### src/rtl/perceptron_pkg.sv
// rtl/perceptron_pkg.sv - shared state encoding and shift-select codes for perceptron_ctrl
//
// Purpose: types and constants used by the controller and its serializer.
//   state_t       : controller FSM states
//   SEL_*         : datapath shift-select codes driven on W1W0b_en_o
//   is_load_state : true while a weight word is being shifted out
package perceptron_pkg;

  typedef enum logic [2:0] {
    ST_IDLE    = 3'd0,
    ST_LOAD_B  = 3'd1,
    ST_LOAD_W0 = 3'd2,
    ST_LOAD_W1 = 3'd3,
    ST_RUN     = 3'd4
  } state_t;

  localparam logic [1:0] SEL_HOLD = 2'b00;
  localparam logic [1:0] SEL_B    = 2'b01;
  localparam logic [1:0] SEL_W0   = 2'b10;
  localparam logic [1:0] SEL_W1   = 2'b11;

  function automatic logic is_load_state(input state_t s);
    return (s == ST_LOAD_B) || (s == ST_LOAD_W0) || (s == ST_LOAD_W1);
  endfunction

endpackage

### src/rtl/perceptron_serializer.sv
// rtl/perceptron_serializer.sv - parallel-load MSB-first shift register with bit counter
//
// Purpose: holds one WIDTH-bit word and presents it one bit per shift cycle,
// MSB first, flagging the cycle in which the last bit is on the output.
// Ports:
//   clk, reset : clock, synchronous active-high reset
//   load, data : parallel load of a new word (wins over shift), clears counter
//   shift      : advance one bit this cycle
//   msb        : current serial bit
//   done       : last bit of the word is being presented and shifted this cycle
module perceptron_serializer #(
  parameter int WIDTH = 8
) (
  input  logic             clk,
  input  logic             reset,
  input  logic             load,
  input  logic             shift,
  input  logic [WIDTH-1:0] data,
  output logic             msb,
  output logic             done
);

  localparam int CW = $clog2(WIDTH);
  localparam logic [CW-1:0] LAST = CW'(WIDTH - 1);

  logic [WIDTH-1:0] sr;
  logic [CW-1:0]    cnt;

  assign msb  = sr[WIDTH-1];
  assign done = shift && (cnt == LAST);

  always_ff @(posedge clk) begin
    if (reset) begin
      sr  <= '0;
      cnt <= '0;
    end else if (load) begin
      sr  <= data;
      cnt <= '0;
    end else if (shift) begin
      sr  <= {sr[WIDTH-2:0], 1'b0};
      cnt <= done ? '0 : cnt + CW'(1);
    end
  end

endmodule

### src/rtl/perceptron_ctrl.sv
// rtl/perceptron_ctrl.sv - weight loader and sample sequencer for the perceptron datapath
//
// Purpose: accepts a weight set, shifts bias, W0, W1 MSB first into the
// datapath, then streams sample pairs and returns a valid-qualified decision.
// Ports:
//   clk, reset                         : clock, synchronous active-high reset
//   load_valid_i/load_ready_o, load_*  : weight-set handshake and words
//   sample_valid_i/sample_ready_o, x*  : sample-pair handshake and inputs
//   W1W0b_en_o, b_o, W0_o, W1_o        : datapath shift select and serial bit
//   X0_o, X1_o                         : sample pass-through to datapath
//   en_in_path_o, en_out_path_o        : datapath input/output register enables
//   Y_i, y_valid_o, y_o                : datapath decision and qualified output
//   weights_loaded_o                   : a complete weight set is in the datapath
module perceptron_ctrl
  import perceptron_pkg::*;
#(
  parameter int WIDTH = 8
) (
  input  logic             clk,
  input  logic             reset,
  input  logic             load_valid_i,
  output logic             load_ready_o,
  input  logic [WIDTH-1:0] load_b_i,
  input  logic [WIDTH-1:0] load_w0_i,
  input  logic [WIDTH-1:0] load_w1_i,
  input  logic             sample_valid_i,
  output logic             sample_ready_o,
  input  logic [WIDTH-1:0] sample_x0_i,
  input  logic [WIDTH-1:0] sample_x1_i,
  output logic [1:0]       W1W0b_en_o,
  output logic             b_o,
  output logic             W0_o,
  output logic             W1_o,
  output logic [WIDTH-1:0] X0_o,
  output logic [WIDTH-1:0] X1_o,
  output logic             en_in_path_o,
  output logic             en_out_path_o,
  input  logic             Y_i,
  output logic             y_valid_o,
  output logic             y_o,
  output logic             weights_loaded_o
);

  state_t           state;
  logic [1:0]       sel_q;
  logic             loaded_q;
  logic             en_out_q;
  logic             y_valid_q;
  logic [WIDTH-1:0] hold_w0;
  logic [WIDTH-1:0] hold_w1;

  logic             load_hs;
  logic             sample_hs;
  logic             ser_load;
  logic             ser_shift;
  logic             ser_done;
  logic             ser_msb;
  logic [WIDTH-1:0] ser_data;

  // A reload in RUN must not disturb a sample whose output register update
  // is still pending, and never competes with a sample offered this cycle.
  assign load_ready_o   = !reset && ((state == ST_IDLE) ||
                          ((state == ST_RUN) && !en_out_q && !sample_valid_i));
  assign sample_ready_o = !reset && (state == ST_RUN);
  assign load_hs        = load_valid_i && load_ready_o;
  assign sample_hs      = sample_valid_i && sample_ready_o;

  assign ser_shift = is_load_state(state);

  // The next word is loaded in the same cycle the previous one finishes so
  // the three words leave back to back without a gap.
  always_comb begin
    ser_load = 1'b0;
    ser_data = load_b_i;
    if (load_hs) begin
      ser_load = 1'b1;
      ser_data = load_b_i;
    end else if (ser_done && (state == ST_LOAD_B)) begin
      ser_load = 1'b1;
      ser_data = hold_w0;
    end else if (ser_done && (state == ST_LOAD_W0)) begin
      ser_load = 1'b1;
      ser_data = hold_w1;
    end
  end

  perceptron_serializer #(.WIDTH(WIDTH)) u_ser (
    .clk   (clk),
    .reset (reset),
    .load  (ser_load),
    .shift (ser_shift),
    .data  (ser_data),
    .msb   (ser_msb),
    .done  (ser_done)
  );

  always_ff @(posedge clk) begin
    if (reset) begin
      state     <= ST_IDLE;
      sel_q     <= SEL_HOLD;
      loaded_q  <= 1'b0;
      en_out_q  <= 1'b0;
      y_valid_q <= 1'b0;
      hold_w0   <= '0;
      hold_w1   <= '0;
    end else begin
      en_out_q  <= sample_hs;
      y_valid_q <= en_out_q;
      case (state)
        ST_IDLE, ST_RUN: begin
          if (load_hs) begin
            hold_w0  <= load_w0_i;
            hold_w1  <= load_w1_i;
            state    <= ST_LOAD_B;
            sel_q    <= SEL_B;
            loaded_q <= 1'b0;
          end
        end
        ST_LOAD_B: begin
          if (ser_done) begin
            state <= ST_LOAD_W0;
            sel_q <= SEL_W0;
          end
        end
        ST_LOAD_W0: begin
          if (ser_done) begin
            state <= ST_LOAD_W1;
            sel_q <= SEL_W1;
          end
        end
        ST_LOAD_W1: begin
          if (ser_done) begin
            state    <= ST_RUN;
            sel_q    <= SEL_HOLD;
            loaded_q <= 1'b1;
          end
        end
        default: begin
          state <= ST_IDLE;
          sel_q <= SEL_HOLD;
        end
      endcase
    end
  end

  assign W1W0b_en_o       = sel_q;
  assign b_o              = ser_msb;
  assign W0_o             = ser_msb;
  assign W1_o             = ser_msb;
  assign X0_o             = sample_x0_i;
  assign X1_o             = sample_x1_i;
  assign en_in_path_o     = sample_hs;
  assign en_out_path_o    = en_out_q;
  assign y_valid_o        = y_valid_q;
  // Y_i is already registered by the datapath, so it is forwarded directly.
  assign y_o              = y_valid_q & Y_i;
  assign weights_loaded_o = loaded_q;

endmodule

### config.mk
export PLATFORM = sky130hd
export DESIGN_NAME = perceptron_ctrl
export DESIGN_NICKNAME = d
export VERILOG_FILES = /design/src/rtl/perceptron_pkg.sv /design/src/rtl/perceptron_serializer.sv /design/src/rtl/perceptron_ctrl.sv
export SDC_FILE = /design/constraint.sdc
export NUM_CORES = 1
export LEC_CHECK = 0
export BUFFER_PORTS_ARGS = -buffer_cell sky130_fd_sc_hd__buf_2
export CAP_MARGIN = 40
export CORE_MARGIN = 2
export CORE_UTILIZATION = 53
export DETAILED_ROUTE_END_ITERATION = 7
export GPL_ROUTABILITY_DRIVEN = 0
export PLACE_DENSITY = 0.85
export SLEW_MARGIN = 15
export SYNTH_ARGS = -nofsm -noshare
export SYNTH_HDL_FRONTEND = slang
export SYNTH_HIERARCHICAL = 1
export SYNTH_SLANG_ARGS = --single-unit
### constraint.sdc
create_clock -name clk -period 4.5 [get_ports clk]
set_input_delay 0.45 -clock clk [delete_from_list [all_inputs] [get_ports clk]]
set_output_delay 0.45 -clock clk [all_outputs]
set_load 0.01 [all_outputs]
== After elaboration in Yosys (flattened, before gate mapping) ==
Index checks and enable logic that the tools add are counted.
Storage, ports and cells
  word-level logic and storage cells: 65
  output and inout port bits: 28
  bits in registers: 35
Cells by class
  $add $sub $neg: 1
  equal/unequal tests: 9
  bitwise logic cells: 1
  reductions and logical operators: 23
  multiplexer cells: 22
Operators by type and width (number)
  $mux 8: 5
  $mux 3: 5
  $pmux 3 s4: 1
  $logic_and 1x1->1: 9
  $mux 2: 4
  $ne 2x2->1 const B: 4
  $pmux 2 s4: 1
  $eq 3x2->1 const B: 2
  $eq 3x3->1 const B: 2
  $mux 1: 5
  $reduce_and 4->1: 1
  $reduce_bool 2->1: 2
  $reduce_or 2->1: 2
  $add 3x1->3 const B: 1
  $eq 3x1->1 const B: 1
  $logic_not 1->1: 3
  $logic_not 3->1: 1
  $logic_or 1x1->1: 3
  $reduce_and 3->1: 1
  $pmux 1 s2: 1
  $reduce_and 2->1: 1
  $and 1x1->1: 1

== Logic depth before layout (Yosys ltp) ==
Gate-level depths: netlist of the first run.
  word-level depth: 9
  mapped depth: 13
  gate-level depth less buffers: 8

== Modules after synthesis ==
The synthesis of the first run kept the hierarchy.
Modules (own cells, without submodules)
  perceptron_ctrl: cells an instance 157, sequential area each 460.4 sq um, area an instance 1453.9 sq um, times used 1
  perceptron_serializer: cells an instance 50, sequential area each 220.2 sq um, area an instance 523.0 sq um, times used 1

== Worst setup path after synthesis of the first run ==
No wires, ideal clock.
  path kind: flip-flop to flip-flop
  start: register state[1]
  end: register u_ser.sr[3]
  stages on the path, launching flop included: 14
  setup slack: 2.063 ns
  data required time: 4.414 ns
  data arrival time: 2.351 ns
  path through: dfxtp_1 > buf_6 > clkbuf_1 > nor2_1 > nor2_1 > buf_6 > and2_1 > nor2b_1 > buf_2 > nand2_1 > nand2_1 > buf_2 > inv_1 > a211oi_1
Between the ends
  cells in the longest elaborated chain, start to end: 9
  elaborated cells between the ends (all ways): 23
  classes of those cells: eq/ne (4); mux (7); reduce/logical (12)
RTL lines
  from (decl): line perceptron_ctrl.sv:44  | state_t state;
  from (signal assigned): line perceptron_ctrl.sv:99  | state <= ST_IDLE;
  from (signal assigned): line perceptron_ctrl.sv:114  | state <= ST_LOAD_B;
  from (signal assigned): line perceptron_ctrl.sv:121  | state <= ST_LOAD_W0;
  $eq 3x1->1 / $eq 3x2->1 (equally long branches): line perceptron_pkg.sv:23  | return (s == ST_LOAD_B) || (s == ST_LOAD_W0) || (s == ST_LOAD_W1);
  $logic_or 1x1->1: line perceptron_pkg.sv:23
  $logic_or 1x1->1 (*): line perceptron_pkg.sv:23
  net ser_shift: line perceptron_ctrl.sv:55  | logic ser_shift;
  $logic_and 1x1->1 (*): line perceptron_serializer.sv:30  | assign done = shift && (cnt == LAST);
  net ser_done: line perceptron_ctrl.sv:56  | logic ser_done;
  $logic_and 1x1->1: line perceptron_ctrl.sv:81  | end else if (ser_done && (state == ST_LOAD_W0)) begin
  $mux 1: line perceptron_ctrl.sv:81
  $mux 1 (*): line perceptron_ctrl.sv:78  | end else if (ser_done && (state == ST_LOAD_B)) begin
  $mux 1 (*): line perceptron_ctrl.sv:75  | if (load_hs) begin
  net ser_load: line perceptron_ctrl.sv:54  | logic ser_load;
  $mux 8 / $reduce_bool 2->1 (equally long branches)
  to (signal assigned): line perceptron_serializer.sv:37  | sr <= data;
  to (signal assigned): line perceptron_serializer.sv:40  | sr <= {sr[WIDTH-2:0], 1'b0};
  to (decl): line perceptron_serializer.sv:26  | logic [WIDTH-1:0] sr;
The timed path passes the listed nets; every way through them passes the cells marked *.
A chain may end at the register's enable or synchronous reset.

== Worst setup path after layout of the first run ==
  start: register state[0]
  end: register u_ser.sr[3]
The elaborated chain is that of the path after synthesis.

==> reports/results.ini, run 1 <==
[yosys]
synthXorXnorAreaFrac=0.008861
synth_top_family_by_area=simple AND/OR/NAND/NOR gates
synth_nets=254
syn_inst=207
netlist.area_leader.share=0.3443
syn_area_um2=1977
yosys_register_bits=34
synth_compound_area_frac=0.1506
yosysTopAreaCell=dfxtp_1
syn_area_per_cell_um2=9.550
yosysWarnings=6
synth_seq_area_share=0.3443
synth.distinct_cells=36
synthMuxAreaShare=0.1468
synth.area.top_cells=dfxtp_1, nor2b_1, buf_4
synth-simple-area-share=0.2203
synthAdderAreaFrac=0.01266

[cts]
cts_resized=0
cts-buffers-inserted=5
clkTransAtPathRegs_ns=0.08
root_buffer=clkbuf_8
ctsHoldBuffers=0
cts_sinks=34
clk_path_buf_depth=2
postCtsSetupRepairBufs=0
clock_latency_ns=0.29
cts_max_level=2
cts_tree=built

[sta]
slew_headroom=0.5163
worstMarginPinSlew_ns=0.7241
finalMaxSlewViolations=0
hold_viol_final=0
setup_viol=0
fin_setup_tns_ns=0
hold_ws_ns=0.3837
final.min_clock_period_ns=3.061
finClkSkew_ns=0.01116
fmax_mhz=326.7
min_period_over_period=0.6802
grt_setup_unrepaired=false

[placement]
dp.cells=266
port-buffer-count=40
dp_hpwl_um=2567

[finish]
num-nets-final=272
antennaDiodeCount=0
syn2layout_area_growth_pct=7.658
post_route_cells_drive_above_1_share=0.3142
final_common_cell=buf_2
most-common-layout-cells=buf_2, dfxtp_1, nor2b_1, o21ai_0, nand2_1
final_cells=274

[critical_path]
cp.required_ns=4.68
worstSetupEndpointType=flop
rr_worst_depth=9
r2r_slack_ns=1.44
worstSetupPathType=flop to flop
cp-start-kind=flop
crit_arrival_ns=3.24
worstPathMaxFanout=14

[drt]
dr.pass1.iters=4
drc=0
wl_per_cell_um=13.22
postRouteWirelength_um=3622
vias_per_cell=5.412
drtAntennaViolNets=0
drt_iter0_drc=45
vias=1483

[grt]
grt_overflow=0
grt_pass1_wl_um=5927
antenna_found_initial=0
gr-usage-all-layers=0.1836
grt_pass1_vias=1391
grt_max_degree=36

[power]
power_w=0.0006555
p_per_area_nw_per_um2=308.0
peakVddDrop_mv=0.2598
leakage_nw=0.9090

[floorplan]
die-area_um2=4235
io_pins=73
initial_utilization=0.5441
coreArea_um2=3633
die_w_um=65.08
die_h_um=65.08
core.rowCount=22

[min_path]
hold_depth=2
hold_path_class=input port to flop

[run]
drv_cap=0

[outcome]
status=finished clean

## final cells by class
type,count,area (um2)
Fill cell,348,1505
Timing Repair Buffer,42,215.2
Clock inverter,2,12.51
Tap cell,48,60.06
Sequential cell,34,680.7
Clock buffer,6,82.58
Multi-Input combinational cell,139,1066
Inverter,3,11.26
## critical path: stages (launching register included)
cell	delay [ns]
dfxtp_1	0.63
nor2_1	0.17
nor2_1	0.12
buf_4	0.22
and2_1	0.24
nor2b_1	0.62
nand2_1	0.16
nand2_1	0.31
inv_1	0.19
a211oi_1	0.28
## power by group
group | switching, W | leakage, nW | internal [W]
registers | 0.0000114 | 0.279 | 0.000320
logic | 0.0000403 | 0.583 | 0.0000491
clock network | 0.000112 | 0.0472 | 0.000123
## per-stage QoR
| step | util | setup slack (ns) | area [um2] |
|---|---|---|---|
| floorplan | - | 2.063 | 1977 |
| global placement | 0.5596 | 1.718 | 2033 |
| detailed placement | 0.5596 | 1.524 | 2033 |
| CTS | 0.5857 | 1.510 | 2128 |
| global route | 0.5857 | 1.099 | 2128 |
| finish | 0.5857 | 1.439 | 2128 |
## Yosys cell counts
master    count
nand3_4       1
buf_6         3
a211oi_2      1
nor2_1        3
nor2b_1      28
nand3b_1      2
and2_1        3
or4b_1        1
o211ai_1      3
o22ai_1       2
a311oi_2      1
o21ai_0      10
or3b_1        2
and3_1        4
buf_2         4
nor3_1        2
nand2_1      10
buf_4        20
mux2_2        8
a221o_1       5
mux2i_1       8
a211oi_1      8
or2_2         1
nor3_4        1
o21ai_1       1
nand2b_1      9
nand4_1       3
xor2_1        2
ha_1          2
dfxtp_1      34
a22oi_1       3
mux2_4        8
a21boi_0      5
clkbuf_1      4
inv_1         3
a21oi_1       2
## routing by layer
layer	track usage	wire (um)	vias up
met5	0	0	-
met4	0.08854	86	0
met3	0.06771	238	9
met2	0.3003	1720	52
met1	0.2117	1577	681
li1	-	-	741
## final timing paths
path | from | to
min | load_w0_i[7] | hold_w0[7]
max reg2reg | state[0] | u_ser/sr[3]
max | state[0] | u_ser/sr[3]
min reg2reg | en_out_path_o | y_valid_o
## flip-flops by register name (all words and copies together) (netlist names)
register and count:
state 3, weights_loaded_o 1, W1W0b_en_o 1, u_ser/sr 8
hold_w0 8, hold_w1 8, u_ser/cnt 3, y_valid_o 1
en_out_path_o 1
## kinds of logic (layout without fill, tap and decap cells)
family / after synthesis / in the layout
multiplexers: 24 / 24
buffers and inverters: 34 / 53
AND/OR/NAND/NOR: 70 / 70
adder cells (fa/ha/maj): 2 / 2
XOR/XNOR: 2 / 2
flip-flops: 34 / 34
AO/OA/AOI/OAI: 41 / 41
No activity file was read; power rests on OpenSTA's default activity.
==> inputs of run 2 (changes only) <==
--- a/config.mk
+++ b/config.mk
@@ -8,10 +8,10 @@
 export BUFFER_PORTS_ARGS = -buffer_cell sky130_fd_sc_hd__buf_2
 export CAP_MARGIN = 40
 export CORE_MARGIN = 2
-export CORE_UTILIZATION = 53
+export CORE_UTILIZATION = 44
 export DETAILED_ROUTE_END_ITERATION = 7
 export GPL_ROUTABILITY_DRIVEN = 0
-export PLACE_DENSITY = 0.85
+export PLACE_DENSITY = 0.75
 export SLEW_MARGIN = 15
 export SYNTH_ARGS = -nofsm -noshare
 export SYNTH_HDL_FRONTEND = slang
==> constraint.sdc (replaced) <==
create_clock -name clk -period 2.8 [get_ports clk]
set_input_delay 0.28 -clock clk [delete_from_list [all_inputs] [get_ports clk]]
set_output_delay 0.28 -clock clk [all_outputs]
set_load 0.01 [all_outputs]
==> run 2 against run 1 <==
Effect of this change:
- combinational power grew 69%
- clock power grew 79%
- cell count grew 2.9%
- largest cell class unchanged
- highest routed layer unchanged
==> reports/results.ini, run 2 (synthesized netlist as in run 1, its figures left out) <==
[critical_path]
worstPathMaxFanout=13
crit_family=simple AND/OR/NAND/NOR gates
path_buf_inv=1
worstSetupEndpointType=flop
rr_startpoint=u_ser/cnt[0]
r2r_slack_ns=0.52
cp_cell_sequence=ha_1, ha_1, and2_1, nor2b_1, nand2_1, nand2_1, inv_1, a211oi_1
cp_slowest_stage_delay_ns=0.40
critPathSlowestCell=nor2b_1
cp.required_ns=3.00
crit_arrival_ns=2.47
worstSetupPathType=flop to flop
cp-start-kind=flop
startpoint=u_ser/cnt[0]

[floorplan]
die_h_um=71.03
coreArea_um2=4354
initial_utilization=0.4540
io_pins=73
die_w_um=71.03
die-area_um2=5045
core.rowCount=24

[power]
p_per_area_nw_per_um2=504.8
peakVddDrop_mv=0.3788
pwr-share-clk=0.382
p_comb_frac=0.137
p_sw_frac=0.2324
p_int_w=0.0008441
leakage_nw=0.9392
switchingPower_w=0.0002555
p_seq_frac=0.481

[grt]
use_met1=0.1869
grt_pass1_vias=1353
grt_overflow=0
antenna_found_initial=0
gr-usage-all-layers=0.1493
met2_usage=0.2482
grt_max_degree=35
grt_pass1_wl_um=6106
top_usage_layer=met2
use_met3=0.04274

[sta]
fin_setup_tns_ns=0
grt_setup_unrepaired=false
hold_viol_final=0
slew_headroom=0.7228
finClkSkew_ns=0.003734
setup_viol=0
finalMaxSlewViolations=0
worstMarginPinSlew_ns=0.4150
fin_ws_ns=0.5237
min_period_over_period=0.8130
fmax_mhz=439.3
final.min_clock_period_ns=2.276

[placement]
port-buffer-count=40
dp_hpwl_um=2675
post-place-ws_ns=0.5370

[finish]
most-common-layout-cells=buf_2, dfxtp_1, nor2b_1, o21ai_0, nand2_1
top_regs=hold_w0: 8 flops, hold_w1: 8 flops, u_ser/sr: 8 flops
post_route_cells_drive_above_1_share=0.3261
final_common_cell=buf_2
syn2layout_area_growth_pct=10.19
antennaDiodeCount=0
num-nets-final=276

[min_path]
hold_path_class=input port to flop
hp-start=load_w0_i[4]

[drt]
drc=0
wl_per_cell_um=12.93
drt_iter0_drc=43
drtAntennaViolNets=0
postRouteWirelength_um=3645
vias=1467
vias_per_cell=5.202
dr.pass1.iters=4

[cts]
ctsHoldBuffers=0
cts-buffers-inserted=5
root_buffer=clkbuf_8
cts_resized=0
cts_max_level=2
clock_latency_ns=0.28
postCtsSetupRepairBufs=0
cts_tree=built
cts_sinks=34
clk_path_buf_depth=2
clkTransAtPathRegs_ns=0.07

[run]
drv_cap=0

[outcome]
status=finished clean

-- run 2: power groups by stage --
| stage | logic [W] | registers (W) | clock network (W) |
|---|---|---|---|
| 2_1_floorplan | 0.000136 | 0.000536 | 0 |
| 3_3_place_gp | 0.000150 | 0.000538 | 0 |
| 3_5_place_dp | 0.000152 | 0.000539 | 0 |
| 4_1_cts | 0.000153 | 0.000529 | 0.000430 |
| 5_1_grt | 0.000167 | 0.000531 | 0.000450 |
| 6_report | 0.000151 | 0.000528 | 0.000420 |
-- run 2: worst paths after layout --
check	to	cells after the start
setup / recovery	u_ser/sr[2]	8
hold / removal	hold_w0[4]	2
setup reg to reg	u_ser/sr[2]	8
hold reg to reg	weights_loaded_o	2
-- run 2: metal layers --
metal,wire (um),part of all wire
met1,1687,0.46
met2,1755,0.48
met3,174,0.048
met4,27,0.0074
met5,0,0
-- run 2: final cells by class --
type / instances / area [um2]
sequential: 34 / 680.7
fill: 404 / 2176
tap: 52 / 65.06
clock buffer: 8 / 110.1
timing repair buffer: 46 / 245.2
multi-input combinational: 139 / 1066
inverter: 3 / 11.26
-- run 2: stage by stage --
step / hold WS (ns) / instances / area (um2) / util / total power [W]
after floorplan: 0.3528 / 207 / 1977 / - / 0.0006719
after global placement: 0.4631 / 274 / 2068 / 0.4750 / 0.0006879
after detailed placement: 0.4661 / 274 / 2068 / 0.4750 / 0.0006917
after CTS: 0.2081 / 282 / 2178 / 0.5003 / 0.001112
after global routing: 0.2108 / 282 / 2178 / 0.5003 / 0.001148
final: 0.2152 / 282 / 2178 / 0.5003 / 0.001100
-- run 2: worst register-to-register path, cell delays in order, from the launching register on --
cell	delay, ns
dfxtp_1	0.35
ha_1	0.16
ha_1	0.18
and2_1	0.22
nor2b_1	0.40
nand2_1	0.14
nand2_1	0.30
inv_1	0.21
a211oi_1	0.23
==> inputs of run 3 (changes only) <==
==> constraint.sdc (replaced) <==
create_clock -name clk -period 2 [get_ports clk]
set_input_delay 0.2 -clock clk [delete_from_list [all_inputs] [get_ports clk]]
set_output_delay 0.2 -clock clk [all_outputs]
set_load 0.01 [all_outputs]
==> run 3 against run 2 <==
Effect of this change:
- first-iteration DRC count down 19%
- non-clock buffer count rose by 3
- cell count rose by 1.1%
- die area is the same
- highest routed layer unchanged
- critical path type unchanged
- utilization rose by 1.4 points
- sequential power grew 40%
- sequential share of layout area shrank 0.86 points
==> reports/results.ini, run 3 (synthesized netlist as in run 1, its figures left out) <==
[cts]
cts_tree=built
root_buffer=clkbuf_8
cts_sinks=34
clk_path_buf_depth=2
ctsHoldBuffers=0
cts-buffers-inserted=5
clock_latency_ns=0.29
cts_max_level=2
clkTransAtPathRegs_ns=0.07

[drt]
met1Wirelength_um=1791
wl_met3_um=184
drt_iter0_drc=35
wl_per_cell_um=13.54
dr.pass1.iters=6
vias=1495
postRouteWirelength_um=3860
wl_met2_um=1845
drc=0
vias_per_cell=5.246
topRoutingLayerUsed=met4
drtAntennaViolNets=0

[sta]
fin_setup_tns_ns=0
finClkSkew_ns=0.005576
final.min_clock_period_ns=1.889
min_period_over_period=0.9444
grt_setup_unrepaired=false
hold_viol_final=0
fmax_mhz=529.4
setup_viol=0
slew_headroom=0.7524
worstMarginPinSlew_ns=0.3714
finalMaxSlewViolations=0
hold_ws_ns=0.1314

[floorplan]
coreArea_um2=4354
core.rowCount=24
io_pins=73
initial_utilization=0.4540
die_w_um=71.03
die-area_um2=5045
die_h_um=71.03

[finish]
num-nets-final=279
final_common_cell=buf_2
most-common-layout-cells=buf_2, dfxtp_1, nor2b_1, o21ai_0, nand2_1
syn2layout_area_growth_pct=13.29
antennaDiodeCount=0
top_regs=hold_w0: 8 flops, hold_w1: 8 flops, u_ser/sr: 8 flops
post_route_cells_drive_above_1_share=0.3648

[critical_path]
crit_family=simple AND/OR/NAND/NOR gates
cp-start-kind=flop
path_buf_inv=0
worstSetupPathType=flop to flop
worstSetupEndpointType=flop
worstPathMaxFanout=5
critPathSlowestCell=a221o_1
crit_arrival_ns=2.05
cp_cell_sequence=ha_1, ha_2, and2_4, nor2b_4, and3_4, a221o_1, nor2b_1, a211oi_1
cp.required_ns=2.16
cp_slowest_stage_delay_ns=0.35

[placement]
port-buffer-count=40
dp_hpwl_um=2765

[power]
p_per_area_nw_per_um2=694.8
peakVddDrop_mv=0.5345
leakage_nw=0.9533

[grt]
grt_pass1_wl_um=6451
grt_overflow=0
grt_pass1_vias=1510
gr-usage-all-layers=0.1593
grt_max_degree=35
antenna_found_initial=0

[run]
drv_cap=0

[min_path]
hold_path_class=input port to flop

[outcome]
status=finished clean

-- run 3: per-stage QoR --
stage          instances  area (um2)  total power [W]  setup slack (ns)    util
6_report             285        2240         0.001556            0.1112  0.5144
5_1_grt              285        2240         0.001629          0.009435  0.5144
4_1_cts              285        2231         0.001570           0.08762  0.5124
3_5_place_dp         277        2121        0.0009730            0.1051  0.4871
3_3_place_gp         277        2121        0.0009681            0.1323  0.4871
2_1_floorplan        207        2029        0.0009460           0.01176       -
-- run 3: power breakdown --
part,internal [W],switching [W],leakage (nW)
sequential,0.000719,0.0000214,0.279
combinational,0.000118,0.0000983,0.617
clock,0.000348,0.000251,0.0575
-- run 3: worst paths after layout --
check	slack, ns	start	depth (start not counted)	to
max	0.11	u_ser/cnt[0]	8	u_ser/sr[1]
min	0.13	load_w0_i[7]	2	hold_w0[7]
max reg2reg	0.11	u_ser/cnt[0]	8	u_ser/sr[1]
min reg2reg	0.48	en_out_path_o	1	y_valid_o
-- run 3: per-layer routing --
layer  vias up  global-route usage
li1        758                   -
met1       699              0.1900
met2        34              0.2669
met3         4             0.04843
met4         0             0.06499
met5         -                   0
-- run 3: cell type report --
class	count	area (um2)
fillers	388	2115
clock buffers	8	110.1
multi-input cells	139	1101
inverters	3	11.26
repair buffers	49	271.5
flip-flops and latches	34	680.7
well taps	52	65.06
-- run 3: repair_timing --
item	4_1_cts	5_1_grt
buffers inserted	0	0
resized for setup	0	3
endpoints found under the setup margin	0	6
